## config.mk

```make
export PLATFORM = sky130hd
export DESIGN_NAME = mcpu_alu_arbiter
export DESIGN_NICKNAME = d
export VERILOG_FILES = /design/src/rtl/mcpu_alu_arbiter.sv
export SDC_FILE = /design/constraint.sdc
export NUM_CORES = 1
export LEC_CHECK = 0
export ABC_AREA = 0
export CAP_MARGIN = 15
export CORE_MARGIN = 2
export CORE_UTILIZATION = 40
export CTS_BUF_LIST = sky130_fd_sc_hd__clkbuf_8
export CTS_CLUSTER_SIZE = 30
export DETAILED_ROUTE_END_ITERATION = 10
export GPL_TIMING_DRIVEN = 1
export PLACE_DENSITY = 0.88
export SLEW_MARGIN = 10
export SYNTH_ARGS = -nofsm -noshare
export SYNTH_HDL_FRONTEND = slang
export SYNTH_SLANG_ARGS = --single-unit
export TNS_END_PERCENT = 10
```

## constraint.sdc

```tcl
create_clock -name clk -period 2 [get_ports clk]
set_input_delay 0.2 -clock clk [delete_from_list [all_inputs] [get_ports clk]]
set_output_delay 0.2 -clock clk [all_outputs]
set_load 0.005 [all_outputs]
```

## src/rtl/mcpu_alu_arbiter.sv

```systemverilog
// rtl/mcpu_alu_arbiter.sv - two-requester arbiter sharing one combinational ALU (IDLE/EXEC/RESP).
// Optional fixed priority (requester 0 wins ties) when MCPU_ALU_ARB_FIXED_PRIO_EN is defined.
module mcpu_alu_arbiter #(
  parameter int CMD_SIZE  = 2,
  parameter int WORD_SIZE = 8
) (
  input  logic                   clk,
  input  logic                   reset,
  input  logic                   req0,
  input  logic [CMD_SIZE-1:0]    op0,
  input  logic [WORD_SIZE-1:0]   a0,
  input  logic [WORD_SIZE-1:0]   b0,
  input  logic                   req1,
  input  logic [CMD_SIZE-1:0]    op1,
  input  logic [WORD_SIZE-1:0]   a1,
  input  logic [WORD_SIZE-1:0]   b1,
  output logic                   gnt0,
  output logic                   gnt1,
  output logic                   done0,
  output logic                   done1,
  output logic [2*WORD_SIZE-1:0] result,
  output logic                   ovf,
  output logic                   busy,
  output logic [CMD_SIZE-1:0]    alu_opcode,
  output logic [WORD_SIZE-1:0]   alu_r1,
  output logic [WORD_SIZE-1:0]   alu_r2,
  input  logic [2*WORD_SIZE-1:0] alu_out,
  input  logic                   alu_overflow
);

  typedef enum logic [1:0] {IDLE, EXEC, RESP} state_t;

  state_t state, state_next;
  logic   owner;
  logic   last_grant;
  logic   winner;
  logic   accept;

  // winner only matters when at least one request is high
  always_comb begin
`ifdef MCPU_ALU_ARB_FIXED_PRIO_EN
    winner = req0 ? 1'b0 : (req1 ? 1'b1 : last_grant);
`else
    if (req0 && req1) winner = ~last_grant;
    else              winner = ~req0;
`endif
  end

  assign accept = (state == IDLE) && (req0 || req1);

  always_ff @(posedge clk) begin
    if (reset) state <= IDLE;
    else       state <= state_next;
  end

  always_comb begin
    state_next = state;
    gnt0       = 1'b0;
    gnt1       = 1'b0;
    done0      = 1'b0;
    done1      = 1'b0;
    busy       = 1'b0;
    case (state)
      IDLE: begin
        if (accept) state_next = EXEC;
      end
      EXEC: begin
        gnt0       = ~owner;
        gnt1       = owner;
        busy       = 1'b1;
        state_next = RESP;
      end
      RESP: begin
        done0      = ~owner;
        done1      = owner;
        busy       = 1'b1;
        state_next = IDLE;
      end
      default: state_next = IDLE;
    endcase
  end

  always_ff @(posedge clk) begin
    if (reset) begin
      owner      <= 1'b0;
      last_grant <= 1'b1;
      alu_opcode <= '0;
      alu_r1     <= '0;
      alu_r2     <= '0;
      result     <= '0;
      ovf        <= 1'b0;
    end else begin
      if (accept) begin
        owner      <= winner;
        last_grant <= winner;
        alu_opcode <= winner ? op1 : op0;
        alu_r1     <= winner ? a1 : a0;
        alu_r2     <= winner ? b1 : b0;
      end
      if (state == EXEC) begin
        result <= alu_out;
        ovf    <= alu_overflow;
      end
    end
  end

endmodule

```

# Word-level counts from Yosys, hierarchy flattened
# Index checks and enable logic that the tools add are counted.
# word_totals
ff_bits	39
inputBits	57
output_inout_bits	40
elab_cells	30
# op_classes
eq_ne	3
n_mux	11
bitwise_logic	3
n_reduce_logical	5
# ops
operator	count
8-bit two-way mux	2
1-bit two-way mux	6
2-bit two-way mux	2
2-bit case mux with 2 select lines	1
1-bit inverter	3
2-bit by 1-bit == test with 1-bit output (second input constant)	1
2-bit == test (second input constant)	1
1-bit logical AND	2
2-bit zero test	1
2-bit inequality test (second input constant)	1
2-bit OR reduction	1
1-bit logical OR	1

# Depth between registers and ports, before layout
# depth
word_depth	4
mapped_depth	7
depth_no_buf	5

# Worst setup path after synthesis
# No wires, ideal clock.
# synth_timing
kind	flip-flop to output port
startpoint	register state[1]
endpoint	output gnt0
arrival_time_ps	1165
required_time_ps	1800
slack_ps	635
path_stages_with_launch	6
n_path_buf	2
cell_sequence	dfxtp_1 -> inv_1 -> ha_1 -> buf_2 -> buf_4 -> nor2b_1
# synth_via
elab_chain_len	2
# synth_lines
element	line_no	source
start, declared	33	state_t state, state_next;
start signal, assigned	53	else state <= state_next;
2-bit by 1-bit == test with 1-bit output	63	case (state)
1-bit two-way mux	63	
end, declared	17	output logic gnt0,
# No other way between the ends.

# Worst setup path after layout
# Same ends and word-level chain as after synthesis.

==> reports/metrics.cfg <==
[yosys]
ys_types=24
synth_seq_cells=39
netlist_instances=188
syn_nets=250
ys_warn_count=0
yosysSeqAreaShare=0.444
synth_ff_type=dfxtp_1
synth_area_mm2=0.00176
synth-edff-count=0
synthArstFlopShare=0
syn_avg_cell_area_um2=9.35

[sta]
slew_headroom=0.725
setup_viol=0
rsz0062_at_grt=no
holdWs_ns=0.497
hold_viol_final=0
post-route-min-period_ns=1.87
max_freq_ghz=0.533
finalSetupTns_ns=0
finalClockSkew_ns=0.00479
finalCritPeriodShare=0.937
tightest_slew_ns=0.412
drv_slew=0

[setup_path]
slowest_stage=clkdlybuf4s50_1
path_cells=inv_1 -> ha_2 -> nor2b_1 -> clkdlybuf4s50_1
cp-end-kind=primary output
crit_family=buffers and inverters
crit_path_start_kind=register
slowest_delay_ns=0.51
arrival_ns=1.67
cp.buffers_inverters=2
cp_max_fo=6
crit_required_ns=1.80
setup.worst_path.class=register to primary output

[status]
status=finished, final reports clean

[layout]
fillers=382
utilization=0.650
syn2layout_area_growth_pct=58.9
layout-drive-gt1-share=0.0676
nNetsFinal=343
diodes=0
final_cells=333
design_area_mm2=0.00279

[detailed_routing]
route.vias.total=1716
wl_per_cell_um=13.5
first_iter_violations=103
first_pass_iters=4
drc=0
drt.antenna.violating_nets=0
wl_um=4490
vias_per_cell=5.15

[power_and_ir_drop]
switchingPower_mw=0.579
leakagePower_nw=1.05
power_frac_comb=0.308
p_int_mw=1.54
p_clk_frac=0.254
sw_frac_of_total=0.273
vdd_drop_max_v=0.000327
p_seq_frac=0.438
power_per_cell_area_mw_per_mm2=758

[place]
placed_cell_area_mm2=0.00270
dpl.hpwl_um=3250
dp.cells=326
gp_congestion=0.771
port_buffers=96

[clocking]
worst_skew_pair.late_latency_ns=0.28
post_cts_buffers=0
clkTransAtPathRegs_ns=0.07
cts_sinks=39
cts_max_path_buffers=2
cts_max_level=2
root_buffer=clkbuf_8
cts_tree=done
cts_inserted_buffers=5

[global_route]
grt_max_degree=40
grt_pass1_wl_um=7610
grt_pass1_vias=1694
antenna_found_initial=0
overflow=0
track_usage=0.189

[floorplanning]
initial_utilization=0.409
core_area_mm2=0.00429
die_area_mm2=0.00494
num_rows=24
io_pins=97
die_y_um=70.3
die_x_um=70.3

[job]
drv_cap=0

[hold_path]
min_path_type=register to register

==> cells in the final DEF, fill, tap and decap left out, drive strengths merged <==
cell type      synthesis  routed
ha                     5       5
clkbuf                 3       6
dfxtp                 39      39
nor3                   2       2
inv                    3       3
o21a                   1       1
clkinv                 0       1
nor2                  39      39
nand2b                 1       1
a311oi                18      18
and2                   2       2
o21ai                 19      19
clkdlybuf4s50          0      96
nor2b                  2       2
o21bai                 1       1
buf                   14       7
and2b                  1       1
nor3b                  1       1
mux2i                 19      19
nand3                 18      18
==> power by group through the flow <==
stage / sequential (mW) / combinational, mW / clock (mW)
after global routing: 0.941 / 0.715 / 0.585
after CTS: 0.929 / 0.656 / 0.559
after floorplan: 0.947 / 0.315 / 0
after global placement: 0.942 / 0.639 / 0
after detailed placement: 0.944 / 0.655 / 0
final: 0.928 / 0.652 / 0.538
==> state kept, by name (all words and copies together), names as in the netlist <==
name / count
last_grant: 1
owner: 1
state: 2
alu_r1: 8
result: 16
ovf: 1
alu_r2: 8
alu_opcode: 2
==> worst paths after layout <==
path | slack (ns) | cells past startpoint | to | startpoint
setup / recovery | 0.13 | 4 | gnt0 | state[1]
hold / removal | 0.50 | 2 | ovf | ovf
setup reg to reg | 0.52 | 6 | alu_r1[2] | state[0]
hold reg to reg | 0.50 | 2 | ovf | ovf
==> worst min-delay path, stage by stage, from the launching register on <==
cell and delay [ns]:
dfxtp_1 0.33, mux2i_1 0.07, nor2_1 0.07
==> cell type report <==
type / instances / area, um^2 / share of cell area
Clock inverter: 1 / 5.00 / 0.00179
Sequential cell: 39 / 781 / 0.280
Tap cell: 52 / 65.1 / 0.0233
Timing Repair Buffer: 103 / 1010 / 0.363
Multi-Input combinational cell: 129 / 835 / 0.299
Inverter: 3 / 11.3 / 0.00403
Clock buffer: 6 / 82.6 / 0.0296
==> cell usage after synthesis (4+ instances only) <==
cell type | count | area share
o21ai_1 | 9 | 0.026
nand3_1 | 18 | 0.051
dfxtp_1 | 39 | 0.44
buf_2 | 4 | 0.011
a311oi_1 | 15 | 0.075
mux2i_1 | 19 | 0.11
o21ai_0 | 10 | 0.028
nor2_1 | 39 | 0.083
buf_4 | 5 | 0.021
ha_1 | 5 | 0.036
buf_6 | 4 | 0.026
==> metal layers <==
layer | share of wire | track usage
met5 | 0 | 0
met1 | 0.43 | 0.222
met4 | 0.0065 | 0.0641
met2 | 0.49 | 0.325
met3 | 0.077 | 0.0563
==> stage by stage <==
stage,setup WS (ns),power (mW)
2_1_floorplan,0.635,1.26
3_3_place_gp,0.299,1.58
3_5_place_dp,0.205,1.60
4_1_cts,0.0275,2.14
5_1_grt,0.0201,2.24
6_report,0.125,2.12
==> kinds of logic (layout without fill, tap and decap cells) <==
kind of cell    count (synthesis)  count (layout)  synth area share
compound gates                 39              39             0.163
fa+ha+maj                       5               5            0.0356
buf+inv                        20             113            0.0826
flops                          39              39             0.444
mux                            19              19             0.108
simple gates                   66              66             0.167
==> what timing repair did <==
| item | 4_1_cts | 5_1_grt |
|---|---|---|
| endpoints found under the setup margin | 0 | 2 |
| gates resized for setup | 0 | 1 |
| hold buffers | 0 | 0 |
Note: power is estimated with default switching activity, not from simulation.
